==> src/rtl/cpec_bitstream_packer_pkg.sv <==
// Shared CPEC codec parameters and the packer state encoding.
package cpec_bitstream_packer_pkg;

  localparam int unsigned CPEC_CODE_W = 40;
  localparam int unsigned CPEC_SIZE_W = 6;
  localparam int unsigned CPEC_OUT_W  = 16;
  localparam int unsigned CPEC_ACC_W  = 64;

  typedef enum logic [1:0] {
    ST_RUN   = 2'd0,
    ST_FLUSH = 2'd1,
    ST_DONE  = 2'd2
  } cpec_pack_state_t;

endpackage

==> src/rtl/cpec_bitstream_packer.sv <==
// Packs variable-length right-justified codes MSB-first into OUT_W-bit words,
// with a flush that zero-pads and drains the final partial word.
module cpec_bitstream_packer
  import cpec_bitstream_packer_pkg::*;
#(
  parameter int unsigned CODE_W = CPEC_CODE_W,
  parameter int unsigned SIZE_W = CPEC_SIZE_W,
  parameter int unsigned OUT_W  = CPEC_OUT_W,
  parameter int unsigned ACC_W  = CPEC_ACC_W
) (
  input  logic              clk,
  input  logic              rst_n,
  input  logic              in_valid,
  output logic              in_ready,
  input  logic [CODE_W-1:0] in_code,
  input  logic [SIZE_W-1:0] in_size,
  input  logic              flush_req,
  output logic              out_valid,
  input  logic              out_ready,
  output logic [OUT_W-1:0]  out_data,
  output logic              flush_done,
  output logic [15:0]       word_count,
  output logic              size_err
);

  localparam int unsigned FILL_W = $clog2(ACC_W + 1);
  localparam logic [FILL_W-1:0] L_OUT_W     = FILL_W'(OUT_W);
  localparam logic [FILL_W-1:0] L_ACC_W     = FILL_W'(ACC_W);
  localparam logic [FILL_W-1:0] L_READY_MAX = FILL_W'(ACC_W - CODE_W);

  cpec_pack_state_t   r_state, w_state_next;
  logic [ACC_W-1:0]   r_acc;
  logic [FILL_W-1:0]  r_fill;
  logic [15:0]        r_word_count;
  logic               r_size_err;

  logic               w_in_ready;
  logic               w_out_valid;
  logic               w_in_hs;
  logic               w_out_hs;
  logic               w_legal;
  logic               w_take;
  logic [FILL_W-1:0]  w_size;
  logic [FILL_W-1:0]  w_fill_base;
  logic [FILL_W-1:0]  w_fill_next;
  logic [ACC_W-1:0]   w_mask;
  logic [ACC_W-1:0]   w_code_ext;
  logic [ACC_W-1:0]   w_acc_shift;
  logic [ACC_W-1:0]   w_acc_next;

  always_comb begin
    w_in_ready  = (r_state == ST_RUN) && (r_fill <= L_READY_MAX);
    w_out_valid = (r_fill >= L_OUT_W) ||
                  ((r_state == ST_FLUSH) && (r_fill != '0));
    w_in_hs     = in_valid & w_in_ready;
    w_out_hs    = w_out_valid & out_ready;
    w_legal     = (32'(in_size) <= 32'(CODE_W));
    w_take      = w_in_hs & w_legal;
    w_size      = w_take ? FILL_W'(in_size) : '0;

    // A padded final word only holds the remaining fill bits, so clamp at zero.
    w_fill_base = r_fill;
    if (w_out_hs) begin
      w_fill_base = (r_fill >= L_OUT_W) ? (r_fill - L_OUT_W) : '0;
    end
    w_fill_next = w_fill_base + w_size;

    w_mask      = ~({ACC_W{1'b1}} << w_size);
    w_code_ext  = ACC_W'(in_code) & w_mask;
    w_acc_shift = w_out_hs ? (r_acc << OUT_W) : r_acc;
    // MSB-align the code first, then drop it directly below the surviving fill.
    w_acc_next  = w_acc_shift | ((w_code_ext << (L_ACC_W - w_size)) >> w_fill_base);
  end

  always_comb begin
    w_state_next = r_state;
    unique case (r_state)
      ST_RUN:   if (flush_req) w_state_next = ST_FLUSH;
      ST_FLUSH: if (w_fill_next == '0) w_state_next = ST_DONE;
      ST_DONE:  w_state_next = ST_RUN;
      default:  w_state_next = ST_RUN;
    endcase
  end

  always_ff @(posedge clk or negedge rst_n) begin
    if (!rst_n) begin
      r_state      <= ST_RUN;
      r_acc        <= '0;
      r_fill       <= '0;
      r_word_count <= '0;
      r_size_err   <= 1'b0;
    end else begin
      r_state <= w_state_next;
      r_acc   <= w_acc_next;
      r_fill  <= w_fill_next;
      if (w_out_hs) begin
        r_word_count <= r_word_count + 16'd1;
      end
      if (w_in_hs && !w_legal) begin
        r_size_err <= 1'b1;
      end
    end
  end

  assign in_ready   = w_in_ready;
  assign out_valid  = w_out_valid;
  assign out_data   = r_acc[ACC_W-1 -: OUT_W];
  assign flush_done = (r_state == ST_DONE);
  assign word_count = r_word_count;
  assign size_err   = r_size_err;

endmodule

==> config.mk <==
export PLATFORM = sky130hd
export DESIGN_NAME = cpec_bitstream_packer
export DESIGN_NICKNAME = d
export VERILOG_FILES = /design/src/rtl/cpec_bitstream_packer_pkg.sv /design/src/rtl/cpec_bitstream_packer.sv
export SDC_FILE = /design/constraint.sdc
export NUM_CORES = 1
export LEC_CHECK = 0
export CAP_MARGIN = 20
export CORE_ASPECT_RATIO = 1.75
export CORE_MARGIN = 1
export CORE_UTILIZATION = 40
export DETAILED_ROUTE_END_ITERATION = 12
export GPL_TIMING_DRIVEN = 0
export PLACE_DENSITY = 0.64
export SYNTH_ARGS = -nofsm -noshare
export SYNTH_HDL_FRONTEND = slang
export SYNTH_SLANG_ARGS = --single-unit
export TNS_END_PERCENT = 30
==> constraint.sdc <==
create_clock -name clk -period 9.8 [get_ports clk]
set_clock_uncertainty 0.2 [all_clocks]
set_input_delay 1.47 -clock clk [delete_from_list [all_inputs] [get_ports clk]]
set_output_delay 1.47 -clock clk [all_outputs]
set_load 0.02 [all_outputs]
==> results of run 1 <==
==> synth_stat cells (14+ instances only) <==
cell       number  area, um^2
nand2_1       220         826
nor2_1        193         724
o21ai_0       134         671
nand3_1       123         616
a21oi_1       120         601
clkbuf_1      107         402
dfrtp_1        90        2250
nor3_1         77         385
o211ai_1       63         473
mux2i_1        55         551
a31oi_1        44         275
buf_2          44         220
nand4_1        43         269
a211oi_1       41         308
o22ai_1        40         250
and3_1         29         181
a22oi_1        27         203
buf_4          27         203
o221ai_1       27         236
a211o_1        25         219
and2_1         25         156
o31ai_1        24         180
inv_1          23        86.3
a21o_1         22         165
o21a_1         22         165
o21ai_1        22         110
or3_1          20         125
o2111ai_1      19         166
buf_1          17        63.8
nor4_1         17         106
o31a_1         17         149
xnor2_1        16         140
a221oi_1       15         131
a32oi_1        15         131
ha_1           14         175
o211a_1        14         140
==> kinds of logic after synthesis <==
family	Yosys count	synth area share (%)
flops	90	15.3
compound gates	862	42.3
fa+ha+maj	15	1.33
mux	69	5.19
simple gates	829	27.5
xor+xnor	21	1.25
buf+inv	230	7.13
==> timing repair <==
item	4_1_cts
hold endpoints to repair	0
endpoints found under the setup margin	31
resized for setup	9
pin swaps	0
==> layer usage <==
layer  GRT overflow  track usage, %
met2           1469             108
met5              3            14.3
met4            407            86.3
met1             26            74.3
met3             15            54.0
==> per-stage QoR <==
stage               area, um^2  setup TNS, ns  setup slack [ns]  utilization [%]  hold slack, ns
CTS                      16600              0            0.0177             46.0           0.293
floorplan                14700              0              3.18                -           0.246
detailed placement       16300         -20.04            -0.794             45.0           0.281
global placement         16200         -46.99             -1.24             44.8           0.266
==> impl_metrics.toml, run 1 <==
[global_routing]
grt_max_degree = 71
grt_pass1_vias = 25900
grt_usage_pct = 79.6
gr-total-overflow = 1920
grt_pass1_wl_um = 228000

[clock_network]
numCtsBuffers = 9
cts_setup_buffers = 0
cts_sinks = 90
cts-htree-levels = 3
ctsLongestPathBuffers = 2
cts_hold_buf = 0
root_buffer = "clkbuf_16"

[synth]
syn_nets = 2182
syn_area_per_cell_um2 = 6.96
async_flop_share_pct = 100
synth-seq-cells = 90
syn_inst = 2116
synth_edf_count = 0
ys.warnings.count = 0
synthesis.area_um2 = 14700
synth_cell_types = 106
seq_area_frac_synth_pct = 15.3
synth_flop_cell = "dfrtp_1"

[place]
numPortBuffers = 86
place_inst = 2682
dp_hpwl_um = 96900
gp_congestion = 1.30

[floorplan]
row_count = 92
die-height_um = 256
die_w_um = 147
start_util_pct = 40.8
io_pins = 87

[outcome]
haltStage = "global routing"
tool.error = "[ERROR GRT-0116] Global routing finished with congestion. Check the congestion regions in the DRC Viewer."
status = "aborted with a tool error"
==> run 2, diff against run 1 <==
Settings changed: CORE_ASPECT_RATIO 1.75 to default, CORE_UTILIZATION 40 to 25, PLACE_DENSITY 0.64 to default, PLACE_DENSITY_LB_ADDON from default to 0.15.
==> run 2 against run 1 <==
  * The flow now finishes, with violations (setup timing)
  * Synthesized cell count is the same
  * Synthesized area is the same
==> impl_metrics.toml, run 2 <==
[critical_path]
reg2reg_from = "r_fill[5]"
cp_cell_sequence = "clkdlybuf4s50_1 -> o21ai_2 -> nand3_1 -> nor2_2 -> inv_1 -> clkbuf_2 -> ha_1 -> clkbuf_1 -> inv_1 -> ha_1 -> nor3_2 -> clkbuf_1 -> a2111oi_0 -> o221ai_1 -> o211ai_1 -> o21ai_0 -> and3_1 -> o31ai_1 -> mux2i_1 -> nor2_1 -> or4_1"
arrival_ns = 10.02
cp_slowest_stage_delay_ns = 1.09
path_max_fanout = 10
cp-start-kind = "input pin"
worstPathRequired_ns = 9.84
cpMaxStageDelayCell = "nor3_2"
crit_type = "in -> reg"
end_kind = "register"
timing.critical_path.from = "in_size[3]"

[timing]
finalSetupTns_ns = -0.969
worst_pin_slew_ns = 1.35
fin_crit_ns = 9.99
finalHoldViolations = 0
setup_viol = 11
fin_ws_ns = -0.187
grt_setup_unrepaired = "true"
fmax_ghz = 0.100
period_share_pct = 102
slew_headroom_pct = 9.12
slew_violations = 0

[flow_run]
drv_cap = 0

[floorplan]
io_pins = 87
die-height_um = 245
core_area_um2 = 57900
start_util_pct = 25.4
die_area_um2 = 59900
die_w_um = 245
row_count = 88

[place]
place_ws_ns = -1.19
numPortBuffers = 86
place_inst = 2975
gp_congestion = 1.02
dp_hpwl_um = 94500

[layout]
regMostFlops = "r_acc"
fill_cells = 6502
largest_reg_flops = 64
layout_commonest_cell = "nand2_1"
drive_gt1_share_pct = 8.14
final_cell_mix = "nand2_1 (220), nor2_1 (191), o21ai_0 (131)"
regArea_um2 = 2250
layout.cells.non_filler = 2990
final_nets = 2286
syn2layout_area_growth_pct = 15.4
multi_input_area_um2 = 11500

[synth]
syn_area_per_cell_um2 = 6.96
synth_cell_types = 106
ys.warnings.count = 0
synth_top_area_share_pct = 15.3
synthesis.area_um2 = 14700
syn_nets = 2182
synth-seq-cells = 90
seq_area_frac_synth_pct = 15.3
synth_area_leader_cell = "dfrtp_1"
synth_edf_count = 0
async_flop_share_pct = 100
synth_commonest_cells = "nand2_1 (220), nor2_1 (193), o21ai_0 (134)"
synth.most_common_cell = "nand2_1"
synth_flop_cell = "dfrtp_1"
syn_inst = 2116
synthTopCellsByArea = "dfrtp_1 (15%), nand2_1 (5.6%), nor2_1 (4.9%)"

[global_routing]
grt_pass1_wl_um = 161000
grt_pass1_vias = 19800
gr-total-overflow = 0
antenna_found_initial = 2
grt_usage_pct = 38.0
grt_max_degree = 61

[worst_hold_path]
worst_hold_path_type = "reg -> reg"
worstHoldStart = "word_count[15]"

[pwr]
p_per_area_nw_per_um2 = 249
p_leak_nw = 6.11
peakVddDrop_v = 0.000178

[outcome]
violations = "setup timing"
status = "finished, violations left"

[clock_network]
ctsLongestPathBuffers = 2
cts_tree = "built"
path_clk_slew_ns = 0.07
numCtsBuffers = 9
worstSkewPairLatency_ns = 0.37
cts-htree-levels = 3
cts_sinks = 90
root_buffer = "clkbuf_16"

[detailed_routing]
vias = 21000
first_pass_iters = 7
drtAntennaViolNets = 0
routedWlPerCell_um = 39.2
routed_wl_um = 117000
viasPerCell = 7.03
drtIter0Drc = 3121
drc = 0
==> run 2: cell counts after synthesis <==
Identical to the previous run, type by type.
==> run 2: worst paths after layout <==
kind	end	slack, ns	depth (start not counted)
worst max-delay path	r_acc[2]	-0.19	21
min in group asynchronous	r_acc[52]	0.85	1
worst max register to register	r_acc[2]	0.64	24
worst min-delay path	word_count[15]	0.28	1
worst min register to register	word_count[15]	0.28	1
max in group asynchronous	r_acc[57]	7.89	2
==> run 2: layout make-up <==
cell class,instances,area share (%)
Clock buffer,10,1.35
Clock inverter,5,0.375
Inverter,31,0.684
Antenna cell,1,0.0147
Buffer,198,5.52
Sequential cell,90,13.2
Timing Repair Buffer,94,5.50
Tap cell,765,5.63
Multi-Input combinational cell,1796,67.7
==> run 2: per-layer routing <==
layer / global-route usage [%] / routed length [um]
met4: 26.7 / 9520
met5: 0 / 9
met1: 45.5 / 44100
met3: 8.06 / 11500
met2: 60.5 / 52000
==> run 2: where the power goes <==
| part | switching (mW) | internal (mW) | leakage, nW |
|---|---|---|---|
| combinational | 2.35 | 0.894 | 4.88 |
| sequential | 0.104 | 0.526 | 1.09 |
| clock | 0.164 | 0.199 | 0.140 |
==> run 2: kinds of logic after synthesis <==
group | synth area share [%]
buffers and inverters | 7.13
adder cells (fa/ha/maj) | 1.33
AO/OA/AOI/OAI | 42.3
multiplexers | 5.19
XOR/XNOR | 1.25
flip-flops | 15.3
AND/OR/NAND/NOR | 27.5
==> run 2: worst max-delay path: cells and delay by family <==
| family | cells | cell delay (ns) |
|---|---|---|
| simple gates | 6 | 2.76 |
| fa+ha+maj | 2 | 0.68 |
| buf+inv | 6 | 2.58 |
| mux | 1 | 0.51 |
| compound gates | 6 | 2.00 |
==> run 2: repair_timing <==
item,in CTS,in global routing
setup endpoints to repair,57,53
hold buffers,0,0
setup buffers,0,0
resized for setup,8,21
==> run 2: through the flow <==
stage                     utilization, %  hold WS, ns  power [mW]  instance area [um^2]
final                               29.4        0.278        4.23                 17000
after global routing                29.4        0.288        4.37                 17000
after CTS                           29.3        0.279        4.08                 16900
after detailed placement            28.7        0.268        3.70                 16600
after global placement              28.6        0.262        3.73                 16500
after floorplan                        -        0.246        2.38                 14700
No activity file was read; power rests on OpenSTA's default activity.
